===== src/rtl/operand_collector.sv =====
// ----------------------------------------------------------------------------
// operand_collector
//
// Collects the source operands of one decoded instruction from a single
// register-file bank and hands the complete set to the dispatch stage.
// One instruction is held at a time. Reads go out one per cycle on the bank
// read port. Read data comes back one cycle after the request is accepted and
// is stored into the operand slot that issued it.
//
// Configuration macro: OPERAND_COLLECTOR_DEDUP_EN
//   When defined, operands that repeat the address of a lower-index used
//   operand become aliases. They issue no read of their own, and the
//   lower-index response is also written into them.
//   When undefined, every used operand issues its own read.
//
// Ports
//   clk_i, rst_i        clock (rising edge); asynchronous active-high reset
//   instr_valid_i/ready_o, instr_tag_i, instr_op_used_i, instr_op_addr_i
//                       instruction intake (address of operand i in slice i)
//   rf_read_valid_o/ready_i, rf_read_addr_o
//                       read request to the bank
//   rf_rsp_valid_i, rf_rsp_addr_i, rf_rsp_data_i
//                       bank read response (cycle after accepted request)
//   disp_valid_o/ready_i, disp_tag_o, disp_operands_o
//                       complete operand set to dispatch (unused slots are 0)
// ----------------------------------------------------------------------------
module operand_collector #(
    parameter int  DataWidth    = 32,
    parameter int  NumRegisters = 32,
    parameter int  NumOperands  = 3,
    parameter int  TagWidth     = 8,
    localparam int AddrW        = $clog2(NumRegisters)
) (
    input  logic                             clk_i,
    input  logic                             rst_i,
    input  logic                             instr_valid_i,
    output logic                             instr_ready_o,
    input  logic [TagWidth-1:0]              instr_tag_i,
    input  logic [NumOperands-1:0]           instr_op_used_i,
    input  logic [NumOperands*AddrW-1:0]     instr_op_addr_i,
    output logic                             rf_read_valid_o,
    input  logic                             rf_read_ready_i,
    output logic [AddrW-1:0]                 rf_read_addr_o,
    input  logic                             rf_rsp_valid_i,
    input  logic [AddrW-1:0]                 rf_rsp_addr_i,
    input  logic [DataWidth-1:0]             rf_rsp_data_i,
    output logic                             disp_valid_o,
    input  logic                             disp_ready_i,
    output logic [TagWidth-1:0]              disp_tag_o,
    output logic [NumOperands*DataWidth-1:0] disp_operands_o
);

    localparam int IdxW = (NumOperands > 1) ? $clog2(NumOperands) : 1;

    typedef enum logic [1:0] {
        S_IDLE     = 2'd0,
        S_READ     = 2'd1,
        S_WAIT     = 2'd2,
        S_DISPATCH = 2'd3
    } state_e;

    state_e                           state_q, state_d;
    logic [TagWidth-1:0]              tag_q, tag_d;
    logic [NumOperands*AddrW-1:0]     addr_q, addr_d;
    logic [NumOperands-1:0]           pending_q, pending_d;
    logic [NumOperands*DataWidth-1:0] opnd_q, opnd_d;
    logic                             inflight_q, inflight_d;
    logic [IdxW-1:0]                  inflight_idx_q, inflight_idx_d;
    logic [AddrW-1:0]                 inflight_addr_q, inflight_addr_d;

    logic                             accept_s;
    logic                             issue_s;
    logic                             rsp_take_s;
    logic [IdxW-1:0]                  sel_idx_s;
    logic [AddrW-1:0]                 sel_addr_s;
    logic [NumOperands-1:0]           accept_pending_s;
    logic [NumOperands-1:0]           wr_mask_s;

    assign accept_s   = (state_q == S_IDLE) && instr_valid_i;
    assign issue_s    = (state_q == S_READ) && rf_read_ready_i;
    assign rsp_take_s = rf_rsp_valid_i && inflight_q;

`ifdef OPERAND_COLLECTOR_DEDUP_EN
    logic [NumOperands-1:0]      used_q, used_d;
    logic [NumOperands*IdxW-1:0] leader_q, leader_d;
    logic [NumOperands*IdxW-1:0] new_leader_s;

    // Leader of operand i = lowest-index used operand with the same address
    // (itself if none). Only leaders go pending; the others are aliases.
    always_comb begin
        new_leader_s     = '0;
        accept_pending_s = '0;
        for (int i = 0; i < NumOperands; i++) begin
            new_leader_s[i*IdxW +: IdxW] = IdxW'(i);
            for (int j = i - 1; j >= 0; j--) begin
                new_leader_s[i*IdxW +: IdxW] =
                    (instr_op_used_i[j] &&
                     (instr_op_addr_i[j*AddrW +: AddrW] == instr_op_addr_i[i*AddrW +: AddrW]))
                    ? IdxW'(j) : new_leader_s[i*IdxW +: IdxW];
            end
            accept_pending_s[i] = instr_op_used_i[i] &&
                                  (new_leader_s[i*IdxW +: IdxW] == IdxW'(i));
        end
    end

    // Alias bookkeeping is captured together with the instruction.
    always_comb begin
        if (accept_s) begin
            used_d   = instr_op_used_i;
            leader_d = new_leader_s;
        end else begin
            used_d   = used_q;
            leader_d = leader_q;
        end
    end

    // Alias bookkeeping registers.
    always_ff @(posedge clk_i or posedge rst_i) begin
        if (rst_i) begin
            used_q   <= '0;
            leader_q <= '0;
        end else begin
            used_q   <= used_d;
            leader_q <= leader_d;
        end
    end

    // A response lands in its own slot and in every alias that follows it.
    always_comb begin
        wr_mask_s = '0;
        for (int i = 0; i < NumOperands; i++) begin
            wr_mask_s[i] = used_q[i] && (leader_q[i*IdxW +: IdxW] == inflight_idx_q);
        end
    end
`else
    assign accept_pending_s = instr_op_used_i;

    // A response lands only in the slot that issued it.
    always_comb begin
        wr_mask_s = '0;
        for (int i = 0; i < NumOperands; i++) begin
            wr_mask_s[i] = (IdxW'(i) == inflight_idx_q);
        end
    end
`endif

    // Priority pick of the lowest-index pending operand.
    always_comb begin
        sel_idx_s = '0;
        for (int i = NumOperands - 1; i >= 0; i--) begin
            sel_idx_s = pending_q[i] ? IdxW'(i) : sel_idx_s;
        end
        sel_addr_s = addr_q[sel_idx_s*AddrW +: AddrW];
    end

    // Next-state and datapath updates. Defaults are assigned first.
    always_comb begin
        state_d         = state_q;
        tag_d           = tag_q;
        addr_d          = addr_q;
        pending_d       = pending_q;
        opnd_d          = opnd_q;
        inflight_d      = inflight_q;
        inflight_idx_d  = inflight_idx_q;
        inflight_addr_d = inflight_addr_q;

        // The response to the previous request is retired first. An issue in
        // the same cycle then re-arms the in-flight flag for the new request.
        if (rsp_take_s) begin
            inflight_d = 1'b0;
            for (int i = 0; i < NumOperands; i++) begin
                if (wr_mask_s[i]) begin
                    opnd_d[i*DataWidth +: DataWidth] = rf_rsp_data_i;
                end else begin
                    opnd_d[i*DataWidth +: DataWidth] = opnd_d[i*DataWidth +: DataWidth];
                end
            end
        end else begin
            inflight_d = inflight_q;
        end

        if (issue_s) begin
            pending_d[sel_idx_s] = 1'b0;
            inflight_d           = 1'b1;
            inflight_idx_d       = sel_idx_s;
            inflight_addr_d      = sel_addr_s;
        end else begin
            pending_d = pending_d;
        end

        case (state_q)
            S_IDLE: begin
                if (instr_valid_i) begin
                    tag_d     = instr_tag_i;
                    addr_d    = instr_op_addr_i;
                    pending_d = accept_pending_s;
                    opnd_d    = '0;
                    state_d   = (accept_pending_s == '0) ? S_DISPATCH : S_READ;
                end else begin
                    state_d = S_IDLE;
                end
            end
            S_READ: begin
                if (issue_s && (pending_d == '0)) begin
                    state_d = S_WAIT;
                end else begin
                    state_d = S_READ;
                end
            end
            S_WAIT: begin
                if (rsp_take_s) begin
                    state_d = S_DISPATCH;
                end else begin
                    state_d = S_WAIT;
                end
            end
            S_DISPATCH: begin
                if (disp_ready_i) begin
                    state_d = S_IDLE;
                end else begin
                    state_d = S_DISPATCH;
                end
            end
            default: begin
                state_d = S_IDLE;
            end
        endcase
    end

    // State and datapath registers.
    always_ff @(posedge clk_i or posedge rst_i) begin
        if (rst_i) begin
            state_q         <= S_IDLE;
            tag_q           <= '0;
            addr_q          <= '0;
            pending_q       <= '0;
            opnd_q          <= '0;
            inflight_q      <= 1'b0;
            inflight_idx_q  <= '0;
            inflight_addr_q <= '0;
        end else begin
            state_q         <= state_d;
            tag_q           <= tag_d;
            addr_q          <= addr_d;
            pending_q       <= pending_d;
            opnd_q          <= opnd_d;
            inflight_q      <= inflight_d;
            inflight_idx_q  <= inflight_idx_d;
            inflight_addr_q <= inflight_addr_d;
        end
    end

    assign instr_ready_o   = (state_q == S_IDLE);
    assign rf_read_valid_o = (state_q == S_READ);
    assign rf_read_addr_o  = (state_q == S_READ) ? sel_addr_s : '0;
    assign disp_valid_o    = (state_q == S_DISPATCH);
    assign disp_tag_o      = tag_q;
    assign disp_operands_o = opnd_q;

    operand_collector_checker #(
        .AddrW       (AddrW),
        .IdxW        (IdxW),
        .NumOperands (NumOperands)
    ) u_checker (
        .clk_i           (clk_i),
        .rst_i           (rst_i),
        .rsp_valid_i     (rf_rsp_valid_i),
        .rsp_addr_i      (rf_rsp_addr_i),
        .inflight_i      (inflight_q),
        .inflight_addr_i (inflight_addr_q),
        .inflight_idx_i  (inflight_idx_q)
    );

endmodule

// ----------------------------------------------------------------------------
// operand_collector_checker
//
// Simulation-only properties of the collector.
// - Every stored response must echo the address of the request in flight.
// - The in-flight index must name a real operand.
// - The index width must be $clog2(NumOperands), with a minimum of 1.
// Ports: clock, reset, the response valid and address, and the in-flight
// flag, address and index.
// ----------------------------------------------------------------------------
module operand_collector_checker #(
    parameter int AddrW       = 5,
    parameter int IdxW        = 2,
    parameter int NumOperands = 3
) (
    input logic             clk_i,
    input logic             rst_i,
    input logic             rsp_valid_i,
    input logic [AddrW-1:0] rsp_addr_i,
    input logic             inflight_i,
    input logic [AddrW-1:0] inflight_addr_i,
    input logic [IdxW-1:0]  inflight_idx_i
);

    localparam int ExpIdxW = (NumOperands > 1) ? $clog2(NumOperands) : 1;

    a_rsp_addr_match: assert property (@(posedge clk_i) disable iff (rst_i)
        (rsp_valid_i && inflight_i) |-> (rsp_addr_i == inflight_addr_i));

    a_idx_in_range: assert property (@(posedge clk_i) disable iff (rst_i)
        inflight_i |-> (int'(inflight_idx_i) < NumOperands));

    a_idx_width: assert property (@(posedge clk_i)
        (IdxW == ExpIdxW) && (IdxW >= 1));

endmodule

===== config.mk =====
export PLATFORM = sky130hd
export DESIGN_NAME = operand_collector
export DESIGN_NICKNAME = d
export VERILOG_FILES = /design/src/rtl/operand_collector.sv
export SDC_FILE = /design/constraint.sdc
export NUM_CORES = 1
export LEC_CHECK = 0
export ABC_AREA = 1
export BUFFER_PORTS_ARGS = -buffer_cell sky130_fd_sc_hd__buf_2
export CAP_MARGIN = 25
export CORE_ASPECT_RATIO = 1.2
export CORE_MARGIN = 1.5
export CORE_UTILIZATION = 35
export CTS_CLUSTER_SIZE = 20
export DETAILED_ROUTE_END_ITERATION = 12
export PLACE_DENSITY = 0.7
export SLEW_MARGIN = 20
export SYNTH_ARGS = -nofsm -noshare
export SYNTH_HDL_FRONTEND = slang
export SYNTH_SLANG_ARGS = --single-unit

===== constraint.sdc =====
create_clock -name clk_i -period 9.9 [get_ports clk_i]
set_input_delay 0.495 -clock clk_i [delete_from_list [all_inputs] [get_ports clk_i]]
set_output_delay 0.495 -clock clk_i [all_outputs]
set_load 0.05 [all_outputs]

==> results.yml <==
die:
  die_h_um: 136
  die_area_sq_um: 15400
  dieWidth_um: 114
  number_of_i_o_pins: 181
  core.rowCount: 48
  start_util_pct: 35.8
  design.core.area_sq_um: 14400
synth:
  synth_area_per_cell_sq_um: 9.47
  post_synth_num_cell_types: 20
  area_share_of_the_leading_cell_type_in_the_synthesized_netlist_pct: 61.9
  synth.most_common_cell: "nor2_1"
  ys_async_sr_fraction_pct: 100
  synth.yosys.seq_area_share_pct: 61.9
  post_synth_inst_count: 542
  yosys_most_used_dff: "dfrtp_1"
  synthDominantAreaCellType: "dfrtp_1"
  synth_common_cells: "nor2_1 (194), dfrtp_1 (127), o21ai_0 (92), nand2_1 (27), mux2_2 (23)"
  synth.ff_latch_count: 127
  yosys_warnings: 0
  synth_enable_flop_cells: 0
  synth_area_leaders: "dfrtp_1 (62%), nor2_1 (14%), o21ai_0 (9.0%)"
  post_synthesis_instance_area_sq_um: 5130
  postSynthNetCount: 611
placed_design:
  place_congestion: 0.742
  post-dp-hpwl_um: 8700
  port-buffer-count: 175
outcome:
  outcome: "completed"
grt:
  global_route_wire_length_before_repair_um: 21400
  maximum_number_of_pins_on_one_net_before_global_route_repair: 126
  grt_pass1_vias: 4143
  gr-max-usage-layer: "met2"
  grt_antenna_before_repair: 1
  globalRouteTotalUtil_pct: 18.1
  met3_usage_pct: 6.89
  globalRouteMet1Util_pct: 21.4
  use_met2_pct: 29.9
  grt-ovfl-total: 0
finish:
  syn2layout_area_growth_pct: 30.9
  fillerInstances: 1382
  layout-drive-gt1-share_pct: 32.9
  fin_nets: 779
critical_path:
  reg2reg_from: "inflight_q"
  worst-setup-path-type: "flip-flop to output pin"
  regToRegSetupSlack_ns: 7.96
  worstPathCellList: "inv_1, nand2_1, inv_1, nand2_1, a31oi_1, buf_2"
  cp-start-kind: "flip-flop"
  ff_to_ff_path_depth: 8
  critPathSlowestCell: "dfrtp_1"
  sort_of_element_at_the_end_of_the_critical_path: "output pin"
  crit_required_ns: 9.41
  critPathBufInv: 3
  timing.critical_path.slowest_cell_delay_ns: 0.38
  reg2reg_to: "disp_operands_o[2]"
  cpLargestDelayFamily: "buffers and inverters"
  worst_ep_arrival_time_ns: 1.82
  crit_fanout: 7
route:
  drt_pass1_iterations: 4
  via_count: 4257
  wl_per_cell_um: 15.1
  drt.antenna.violating_nets: 0
  number_of_drc_markers_after_the_initial_detailed_route_iteration: 236
  drc_errors: 0
  post_drt_via_cell_ratio: 4.74
  detail_route.wirelength_um: 13600
timing:
  rsz0062_at_grt: "no"
  max-slew-margin-rel_pct: 41.5
  clock_skew_ns: 0.00826
  hold_violations: 0
  final.period_utilization_pct: 23.4
  fmaxAchievable_mhz: 432
  period_needed_ns: 2.32
  worst-slew-pin-transition_ns: 0.878
  final-max-slew-violation-count: 0
  totalNegativeSetupSlack_ns: 0
  finalSetupViolations: 0
cts:
  ctsResizeCount: 0
  tritoncts_num_sinks: 127
  tritoncts: "yes"
  cts.htree.levels: 4
  cts_hold_buf: 0
  clk_latency_ns: 0.41
  clock_root_buffer: "clkbuf_16"
  cts_buffer_depth: 2
  clk_pin_slew_worst_paths_ns: 0.06
  number_of_cts_inserted_buffers: 17
  post-cts-setup-buffers: 0
run:
  timing.max_cap.violations: 0
worst_hold_path:
  timing.hold.worst.class: "input pin to asynchronous set/reset pin"
==> layout by cell type (no fill, tap or decap), drive strengths merged <==
master | netlist | layout
nor2 | 195 | 195
nand4 | 1 | 1
mux2 | 23 | 23
bufinv | 0 | 3
o21ai | 105 | 105
buf | 18 | 181
diode | 0 | 1
nand3 | 6 | 6
nand2 | 28 | 28
clkinv | 0 | 4
clkinvlp | 0 | 3
inv | 14 | 14
dfrtp | 127 | 127
a21oi | 3 | 3
a31oi | 6 | 6
or2 | 1 | 1
clkbuf | 14 | 22
nor3 | 1 | 1
==> stage by stage <==
stage | instance area [sq um] | utilization (%) | instances | setup WS, ns | hold WS (ns)
floorplan | 5130 | - | 542 | 6.02 | 0.471
global placement | 6110 | 42.6 | 866 | 7.67 | 0.484
detailed placement | 6120 | 42.6 | 866 | 7.66 | 0.491
CTS | 6720 | 46.8 | 898 | 7.57 | 0.234
global route | 6720 | 46.8 | 898 | 7.41 | 0.263
finish | 6720 | 46.8 | 899 | 7.58 | 0.203
==> layout make-up <==
type | count | area [sq um] | share of cell area [%]
Antenna cell | 1 | 2.50 | 0.0372
Clock buffer | 22 | 464 | 6.91
Clock inverter | 10 | 136 | 2.03
Inverter | 14 | 55.1 | 0.819
Multi-Input combinational cell | 369 | 1750 | 26.0
Sequential cell | 127 | 3180 | 47.3
Tap cell | 175 | 219 | 3.26
Timing Repair Buffer | 181 | 921 | 13.7
==> sequential cells by signal, indices dropped and copies added (netlist names) <==
register and cells:
addr_q 15, pending_q 3, state_q 2, disp_operands_o 96, inflight_idx_q 2, disp_tag_o 8
inflight_q 1
==> per-layer routing <==
layer	vias up	share of wire [%]
met5	-	0
met4	0	1.4
met3	17	6.5
met2	125	50
met1	2008	42
li1	2107	-
==> logic make-up after synthesis <==
family / share of synthesized area [%]
and+or+nand+nor: 17.5
DFF: 61.9
AOI/OAI and AO/OA: 11.3
buffers and inverters: 4.29
muxes: 5.04
==> worst max path at each step <==
| stage | startpoint | endpoint | slack (ns) | cells after the start |
|---|---|---|---|---|
| 2_1_floorplan | rst_i | addr_q[0] | 6.02 | 1 |
| 3_3_place_gp | rf_rsp_valid_i | disp_operands_o[3] | 7.67 | 9 |
| 3_5_place_dp | rf_rsp_valid_i | disp_operands_o[17] | 7.66 | 9 |
| 4_1_cts | pending_q[0] | rf_read_addr_o[3] | 7.57 | 6 |
| 5_1_grt | pending_q[0] | rf_read_addr_o[4] | 7.41 | 5 |
| 6_report | pending_q[0] | rf_read_addr_o[4] | 7.58 | 6 |
Power is left out: the tool's default activity adds up to more than one toggle a clock period on the data nets, which glitch-free logic cannot reach.
